[src/rtl/cla_seq_pkg.sv]
// cla_seq_pkg: shared definitions for the sequential carry-lookahead adder.
// Holds the FSM state encoding, the nibble width and the nibble-count helper.
`default_nettype none

package cla_seq_pkg;

   localparam int NIBBLE_W = 4;

   typedef logic [1:0] state_t;

   localparam state_t ST_IDLE = 2'd0;
   localparam state_t ST_RUN  = 2'd1;
   localparam state_t ST_DONE = 2'd2;

   function automatic int num_nibbles(input int width);
      return width / NIBBLE_W;
   endfunction

endpackage

`default_nettype wire

[src/rtl/cla4_aug.sv]
// cla4_aug: 4-bit carry-lookahead slice with group propagate/generate outputs.
`default_nettype none

module cla4_aug (
   input  logic [3:0] a,
   input  logic [3:0] b,
   input  logic       cin,
   output logic [3:0] s,
   output logic       pout,
   output logic       gout
);

   logic [3:0] p;
   logic [3:0] g;
   logic [3:0] c;

   assign p = a ^ b;
   assign g = a & b;

   assign c[0] = cin;
   assign c[1] = g[0] | (p[0] & cin);
   assign c[2] = g[1] | (p[1] & g[0]) | (p[1] & p[0] & cin);
   assign c[3] = g[2] | (p[2] & g[1]) | (p[2] & p[1] & g[0]) | (p[2] & p[1] & p[0] & cin);

   assign s    = p ^ c;
   assign pout = &p;
   assign gout = g[3] | (p[3] & g[2]) | (p[3] & p[2] & g[1]) | (p[3] & p[2] & p[1] & g[0]);

endmodule

`default_nettype wire

[src/rtl/cla_seq_adder.sv]
// cla_seq_adder: WIDTH-bit adder that streams one nibble per cycle through a shared cla4_aug.
// Define CLA_SEQ_OVF_EN to add the signed-overflow output ovf_o.
`default_nettype none

module cla_seq_adder
   import cla_seq_pkg::*;
#(
   parameter int WIDTH = 16
) (
   input  logic             clk,
   input  logic             rst,
   input  logic             start_i,
   input  logic [WIDTH-1:0] a_i,
   input  logic [WIDTH-1:0] b_i,
   input  logic             cin_i,
   output logic             busy_o,
   output logic             done_o,
   output logic [WIDTH-1:0] sum_o,
   output logic             cout_o
`ifdef CLA_SEQ_OVF_EN
   ,
   output logic             ovf_o
`endif
);

   localparam int N     = num_nibbles(WIDTH);
   localparam int IDX_W = $clog2(N);
   localparam logic [IDX_W-1:0] LAST_IDX = IDX_W'(N - 1);

   state_t             state_q, state_d;
   logic [WIDTH-1:0]   op_a_q, op_a_d;
   logic [WIDTH-1:0]   op_b_q, op_b_d;
   logic [WIDTH-1:0]   sum_q, sum_d;
   logic [IDX_W-1:0]   idx_q, idx_d;
   logic               carry_q, carry_d;
   logic               cout_q, cout_d;
`ifdef CLA_SEQ_OVF_EN
   logic               ovf_q, ovf_d;
`endif

   logic [IDX_W+1:0]   bit_base;
   logic [3:0]         slice_a;
   logic [3:0]         slice_b;
   logic [3:0]         slice_s;
   logic               slice_p;
   logic               slice_g;
   logic               carry_new;

   // Nibble select: the index picks which operand nibble feeds the shared slice.
   assign bit_base  = {idx_q, 2'b00};
   assign slice_a   = op_a_q[bit_base +: NIBBLE_W];
   assign slice_b   = op_b_q[bit_base +: NIBBLE_W];
   assign carry_new = slice_g | (slice_p & carry_q);

   cla4_aug u_slice (
      .a    (slice_a),
      .b    (slice_b),
      .cin  (carry_q),
      .s    (slice_s),
      .pout (slice_p),
      .gout (slice_g)
   );

   always_comb begin
      state_d = state_q;
      op_a_d  = op_a_q;
      op_b_d  = op_b_q;
      sum_d   = sum_q;
      idx_d   = idx_q;
      carry_d = carry_q;
      cout_d  = cout_q;
`ifdef CLA_SEQ_OVF_EN
      ovf_d   = ovf_q;
`endif
      case (state_q)
         ST_IDLE, ST_DONE: begin
            if (start_i) begin
               op_a_d  = a_i;
               op_b_d  = b_i;
               carry_d = cin_i;
               idx_d   = '0;
               sum_d   = '0;
               cout_d  = 1'b0;
`ifdef CLA_SEQ_OVF_EN
               ovf_d   = 1'b0;
`endif
               state_d = ST_RUN;
            end else if (state_q == ST_DONE) begin
               state_d = ST_IDLE;
            end
         end
         ST_RUN: begin
            sum_d[bit_base +: NIBBLE_W] = slice_s;
            carry_d = carry_new;
            idx_d   = idx_q + 1'b1;
            if (idx_q == LAST_IDX) begin
               cout_d  = carry_new;
`ifdef CLA_SEQ_OVF_EN
               // Slice MSB on the final nibble is the new sign bit of the sum.
               ovf_d   = (op_a_q[WIDTH-1] == op_b_q[WIDTH-1]) && (slice_s[3] != op_a_q[WIDTH-1]);
`endif
               state_d = ST_DONE;
            end
         end
         default: state_d = ST_IDLE;
      endcase
   end

   always_ff @(posedge clk) begin
      if (rst) begin
         state_q <= ST_IDLE;
         op_a_q  <= '0;
         op_b_q  <= '0;
         sum_q   <= '0;
         idx_q   <= '0;
         carry_q <= 1'b0;
         cout_q  <= 1'b0;
`ifdef CLA_SEQ_OVF_EN
         ovf_q   <= 1'b0;
`endif
      end else begin
         state_q <= state_d;
         op_a_q  <= op_a_d;
         op_b_q  <= op_b_d;
         sum_q   <= sum_d;
         idx_q   <= idx_d;
         carry_q <= carry_d;
         cout_q  <= cout_d;
`ifdef CLA_SEQ_OVF_EN
         ovf_q   <= ovf_d;
`endif
      end
   end

   assign busy_o = (state_q == ST_RUN);
   assign done_o = (state_q == ST_DONE);
   assign sum_o  = sum_q;
   assign cout_o = cout_q;
`ifdef CLA_SEQ_OVF_EN
   assign ovf_o  = ovf_q;
`endif

endmodule

`default_nettype wire

[config.mk]
export PLATFORM = sky130hd
export DESIGN_NAME = cla_seq_adder
export DESIGN_NICKNAME = d
export VERILOG_FILES = /design/src/rtl/cla_seq_pkg.sv /design/src/rtl/cla4_aug.sv /design/src/rtl/cla_seq_adder.sv
export SDC_FILE = /design/constraint.sdc
export NUM_CORES = 1
export LEC_CHECK = 0
export ABC_CLOCK_PERIOD_IN_PS = 7290
export BUFFER_PORTS_ARGS = -buffer_cell sky130_fd_sc_hd__buf_2
export CORE_MARGIN = 4
export CORE_UTILIZATION = 35
export CTS_BUF_LIST = sky130_fd_sc_hd__clkbuf_4 sky130_fd_sc_hd__clkbuf_8
export DETAILED_ROUTE_END_ITERATION = 8
export HOLD_SLACK_MARGIN = 0.15
export PLACE_DENSITY = 0.57
export SETUP_SLACK_MARGIN = 0.5
export SYNTH_ARGS = -nofsm -noshare
export SYNTH_HDL_FRONTEND = slang
export SYNTH_HIERARCHICAL = 1
export SYNTH_SLANG_ARGS = --single-unit
[constraint.sdc]
create_clock -name clk -period 7.29 [get_ports clk]
set_input_delay 1.0935 -clock clk [delete_from_list [all_inputs] [get_ports clk]]
set_output_delay 1.0935 -clock clk [all_outputs]
set_load 0.01 [all_outputs]
### Word level (Yosys, flattened, before mapping)

Cells that the tools add are included.

* flip-flop bits (word level): 54
* input bits: 36
* output and inout bits: 19
* logic and storage cells: 69

* $add $sub $neg: 2
* equality and inequality tests: 6
* shift operators: 4
* muxes and demuxes: 14
* bitwise logic cells: 28
* reduce and logical (&&, ||, !) cells: 8

Operators with widths (count)
* $pmux W16 S2: 1
* $shiftx A16 B5 Y4: 2
* $bwmux W16: 1
* $mux W16: 1
* $shift A4 B6 Y16 const A: 1
* $shiftx A4 B6 Y16: 1
* $and A1 B1 Y1: 15
* $or A1 B1 Y1: 10
* $mux W2: 4
* $pmux W2 S2: 2
* $xor A4 B4 Y4: 2
* $neg A4 Y6: 1
* $reduce_and A2 Y1: 3
* $and A4 B4 Y4: 1
* $eq A2 B2 Y1 const B: 2
* $pmux W1 S2: 2
* $reduce_and A4 Y1: 1
* $mux W1: 3
* $ne A3 B3 Y1 const B: 1
* $reduce_and A3 Y1: 1
* $add A2 B1 Y2 const B: 1
* $eq A2 B1 Y1 const B: 1
* $logic_not A2 Y1: 1
* $ne A2 B1 Y1 const B: 1
* 3 further kinds: 3

### Depth between registers and ports, before layout

* depth in word-level cells: 10
* gate-level depth with buffers: 9
* gate-level depth less buffers: 8

### By module

Netlist, hierarchy kept.

By module, submodules not included
* cla_seq_adder: instances 1, cells an instance 248, area an instance 2299.7 um^2, seq. area each 1081.0 um^2
* cla4_aug: instances 1, cells an instance 22, area an instance 182.7 um^2, seq. area each 0.0 um^2

### Least setup slack after synthesis

No wires, ideal clock.

* kind: reg-to-reg
* start point: register idx_q[0]
* end point: register sum_q[11] (netlist: sum_o[11])
* setup time: 117 ps
* arrival time: 2308 ps
* data required time: 7173 ps
* slack: 4865 ps
* stages on the path, launching flop included: 9
* buffers on the path: 1
* clock period less this slack: 2425 ps
* cell sequence: dfxtp_1 > buf_4 > mux4_2 > ha_1 > a21oi_1 > nand3_1 > xor2_1 > nor2b_1 > a22o_1

* word-level cells in the longest chain between the ends: 10
* elaborated cells between the ends (all ways): 25
* those cells by class: add/sub: 1; shift: 4; mux: 2; bitwise: 18

Ends and longest elaborated chain
* start: declaration: RTL line cla_seq_adder.sv:34 `logic [IDX_W-1:0] idx_q, idx_d;`
* start signal: assignment: RTL line cla_seq_adder.sv:126 `idx_q <= idx_d;`
* $shiftx A16 B5 Y4 *: RTL line cla_seq_adder.sv:51 `assign slice_a = op_a_q[bit_base +: NIBBLE_W];`
* net slice_a[2]: RTL line cla_seq_adder.sv:42 `logic [3:0] slice_a;`
* $xor A4 B4 Y4: RTL line cla4_aug.sv:17 `assign p = a ^ b;`
* $and A1 B1 Y1: RTL line cla4_aug.sv:23 `assign c[3] = g[2] | (p[2] & g[1]) | (p[2] & p[1] & g[0]) | (p[2] & p[1] & p[0] & cin);`
* $or A1 B1 Y1 or $and A1 B1 Y1 (tied branches) (2 in series): RTL line cla4_aug.sv:23
* $or A1 B1 Y1 *: RTL line cla4_aug.sv:23
* $xor A4 B4 Y4 *: RTL line cla4_aug.sv:25 `assign s = p ^ c;`
* net slice_s[3]: RTL line cla_seq_adder.sv:44 `logic [3:0] slice_s;`
* $shiftx A4 B6 Y16 *: RTL line cla_seq_adder.sv:93 `sum_d[bit_base +: NIBBLE_W] = slice_s;`
* $bwmux W16 *: RTL line cla_seq_adder.sv:93
* $pmux W16 S2 *: RTL line cla_seq_adder.sv:75 `case (state_q)`
* end signal: assignment: RTL line cla_seq_adder.sv:125 `sum_q <= sum_d;`
* end: declaration: RTL line cla_seq_adder.sv:33 `logic [WIDTH-1:0] sum_q, sum_d;`

Mark *: on every way through the listed nets, which the timed path passes. The rest lies on a longest branch.
A chain may end at the register's enable or synchronous reset.

### Worst setup path after layout

* start point: register idx_q[0]
* end point: register sum_q[10] (netlist: sum_o[10])

* elaborated cells between the ends (all ways): 25
* those cells by class: add/sub: 1; shift: 4; mux: 2; bitwise: 18

RTL lines
* $shiftx A16 B5 Y4 *: RTL line cla_seq_adder.sv:51
* net slice_a[0]: RTL line cla_seq_adder.sv:42
* $and A4 B4 Y4 or $xor A4 B4 Y4 (tied branches): RTL line cla4_aug.sv:18, cla4_aug.sv:17
* $and A1 B1 Y1: RTL line cla4_aug.sv:22 `assign c[2] = g[1] | (p[1] & g[0]) | (p[1] & p[0] & cin);`
* $or A1 B1 Y1 or $and A1 B1 Y1 (tied branches): RTL line cla4_aug.sv:22
* $or A1 B1 Y1 *: RTL line cla4_aug.sv:22
* $xor A4 B4 Y4 *: RTL line cla4_aug.sv:25
* net slice_s[2]: RTL line cla_seq_adder.sv:44
* $shiftx A4 B6 Y16 *: RTL line cla_seq_adder.sv:93
* $bwmux W16 *: RTL line cla_seq_adder.sv:93
* $pmux W16 S2 *: RTL line cla_seq_adder.sv:75

Marks and branches as above.

==> flow_summary.ini <==
[outcome]
status = complete, no violations

[power]
combPwrFrac_pct = 14.8
p_seq_share_pct = 52.2
p_leak_uw = 0.00121
p_sw_uw = 164
power_density_mw_per_mm2 = 210
intPower_uw = 448
ir_worst_vdd_uv = 119
clock_power_share_pct = 33.0
switching_share_pct = 26.8

[finish]
final_cell_mix = 68 x nand2_1, 54 x dfxtp_1, 54 x buf_2, 41 x a21oi_1, 11 x ha_1
antennaDiodeCount = 0
drive_above_1_share_pct = 25.9
area_delta_synth_final_pct = 17.1
nNetsFinal = 363
mostFrequentLayoutCell = nand2_1

[synth]
syn_inst = 270
yosysWarnings = 6
ys_types = 38
syn_area_sq_mm = 0.00248
synthAdderAreaFrac_pct = 6.35
synth_fp_nets = 318
synth-simple-area-share_pct = 20.0
synth.area.mux_share_pct = 7.66
yosys.area_share.xor_xnor_pct = 1.06
synth_top_family_by_area = simple AND/OR/NAND/NOR gates
synth_compound_area_share_pct = 16.3
ys_seq_area_share_pct = 43.5
avgSynthCellArea_sq_um = 9.19
synth_seq_cells = 54

[route]
via_per_inst = 4.87
drt_iter0_markers = 116
firstDrtPassIters = 4
route.detailed.drc = 0
final_antenna_net_count = 0
vias = 2007
wire_per_inst_microns = 13.9
wirelength_microns = 5710

[timing]
tightest_slew_ns = 1.03
fmax_mhz = 347
grt_setup_unrepaired = false
fin_crit_ns = 2.88
slew_viol_final = 0
relSlewSlack_pct = 31.1
fin_crit_sh_pct = 39.5
final.setup.tns_ns = 0
fin_hold_ws_ns = 0.458
setup_slack_ns = 4.41
setup_viol = 0
hold_viol_final = 0
fin_skew_ns = 0.00895

[setup_path]
reg2reg_depth = 7
r2r-start = idx_q[0]
crit_required_ns = 7.49
reg2reg_slack_ns = 4.41
cp-end-kind = register
cpPeakStageDelay_ns = 0.86
path_class = reg -> reg
cp_cell_sequence = mux4_2, ha_1, a21o_1, a21oi_2, xnor2_1, nor2b_1, a22o_1
worstPathMaxFanout = 16
r2r-end = sum_o[10]
slowest_stage = dfxtp_1
start_kind = register
arrival_ns = 3.08

[clock_tree]
cts_max_level = 2
cts.sinks = 54
cts_hold_buf = 0
clk_pin_slew_ns = 0.10
clk_latency_ns = 0.31
cts_setup_buffers = 0
cts_made_buffers = 5
cts_tree = yes
ctsRootBufferMaster = clkbuf_8
clk_path_buf_depth = 2
ctsResizeCount = 0

[placement]
dp_slack_ns = 4.42
routabilityCongestion = 0.827
portBuffers = 54
post-dp-hpwl_microns = 4160

[floorplan]
fp.dieH_microns = 92.2
initial_core_util_pct = 36.3
fp.coreArea_sq_mm = 0.00683
row_count = 30
io_pins = 55
dieArea_sq_mm = 0.00850
fp.dieW_microns = 92.2

[hold_path]
min_from = op_b_q[4]
hp-class = reg -> reg
holdPathStages = 2
whs_endpoint = op_b_q[4]

[job]
maxCapViolations = 0

[global_routing]
grt_pass1_vias = 1972
grt_max_degree = 55
antenna_found_initial = 0
gr-usage-all-layers_pct = 13.9
grt_remaining_overflow = 0
grt_pass1_wl_microns = 9520
## critical path, delay by kind of cell, from the launching register on
kind                       cells  cell delay (ns)
muxes                          1             0.65
DFF                            1             0.86
xor gates and xnor gates       1             0.14
adders and majority gates      1             0.36
AOI/OAI and AO/OA              3             0.60
and+or+nand+nor                1             0.17
## sequential cells by signal, summed over array words and instances (netlist names)
name,cells
op_a_q,16
op_b_q,16
sum_o,16
idx_q,2
state_q,2
carry_q,1
cout_o,1
## how the worst max path moves through the flow
| stage | depth (start not counted) | slack (ns) | endpoint | from |
|---|---|---|---|---|
| final | 7 | 4.41 | sum_o[10] | idx_q[0] |
| after global routing | 7 | 4.15 | sum_o[11] | idx_q[0] |
| after CTS | 7 | 4.40 | sum_o[10] | idx_q[0] |
| after detailed placement | 7 | 4.42 | sum_o[10] | idx_q[0] |
| after global placement | 7 | 4.50 | sum_o[11] | idx_q[0] |
| after floorplan | 8 | 4.86 | sum_o[11] | idx_q[0] |
## through the flow
| stage | power, uW | utilization (%) | instance area [sq um] | std cells |
|---|---|---|---|---|
| after global routing | 644 | 42.6 | 2910 | 412 |
| after floorplan | 391 | - | 2480 | 270 |
| after CTS | 618 | 42.6 | 2910 | 412 |
| after detailed placement | 418 | 40.9 | 2790 | 404 |
| final | 612 | 42.6 | 2910 | 412 |
| after global placement | 415 | 40.9 | 2790 | 404 |
## cells in the mapped netlist, drive strengths merged
cell type,count,area [sq um]
nand2,68,255
dfxtp,54,1080
a21oi,42,214
buf,11,70.1
ha,11,138
a22o,8,70.1
mux4,8,180
nand3,8,40.0
clkbuf,7,26.3
inv,7,28.8
nand2b,7,46.3
nor2b,6,37.5
nand4,5,31.3
o2bb2ai,4,35.0
a211oi,3,52.6
a21o,2,15.0
nand3b,2,15.0
nor2,2,7.51
xnor2,2,17.5
a31oi,1,6.26
and3,1,6.26
and3b,1,8.76
and4,1,10.0
and4bb,1,12.5
fa,1,20.0
mux2i,1,10.0
nor3b,1,7.51
nor4,1,12.5
o21a,1,7.51
o21ai,1,5.00
or3,1,6.26
xor2,1,8.76
## layer usage
| layer | global-route usage (%) | wire length [microns] |
|---|---|---|
| met5 | 0 | 0 |
| met1 | 19.7 | 2810 |
| met2 | 21.0 | 2540 |
| met3 | 3.28 | 301 |
| met4 | 4.21 | 63 |
## logic make-up after synthesis
family	after synthesis
and+or+nand+nor	105
AOI/OAI and AO/OA	62
DFF	54
buffers and inverters	25
adders and majority gates	12
muxes	9
xor gates and xnor gates	3
## final cells by class
type,count,area (sq um)
clock buffers,5,68.8
clock inverters,3,45.0
fillers,725,3920
inverters,7,28.8
multi-input cells,191,1280
flip-flops and latches,54,1080
well taps,96,120
repair buffers,56,285
## power groups by stage
stage / Sequential, uW / Clock, uW / Combinational (uW)
after floorplan: 321 / 0 / 69.5
after global placement: 326 / 0 / 89.3
after detailed placement: 326 / 0 / 91.4
after CTS: 320 / 207 / 91.6
after global routing: 321 / 220 / 102
final: 319 / 202 / 90.7
Note: power is estimated with default switching activity, not from simulation.
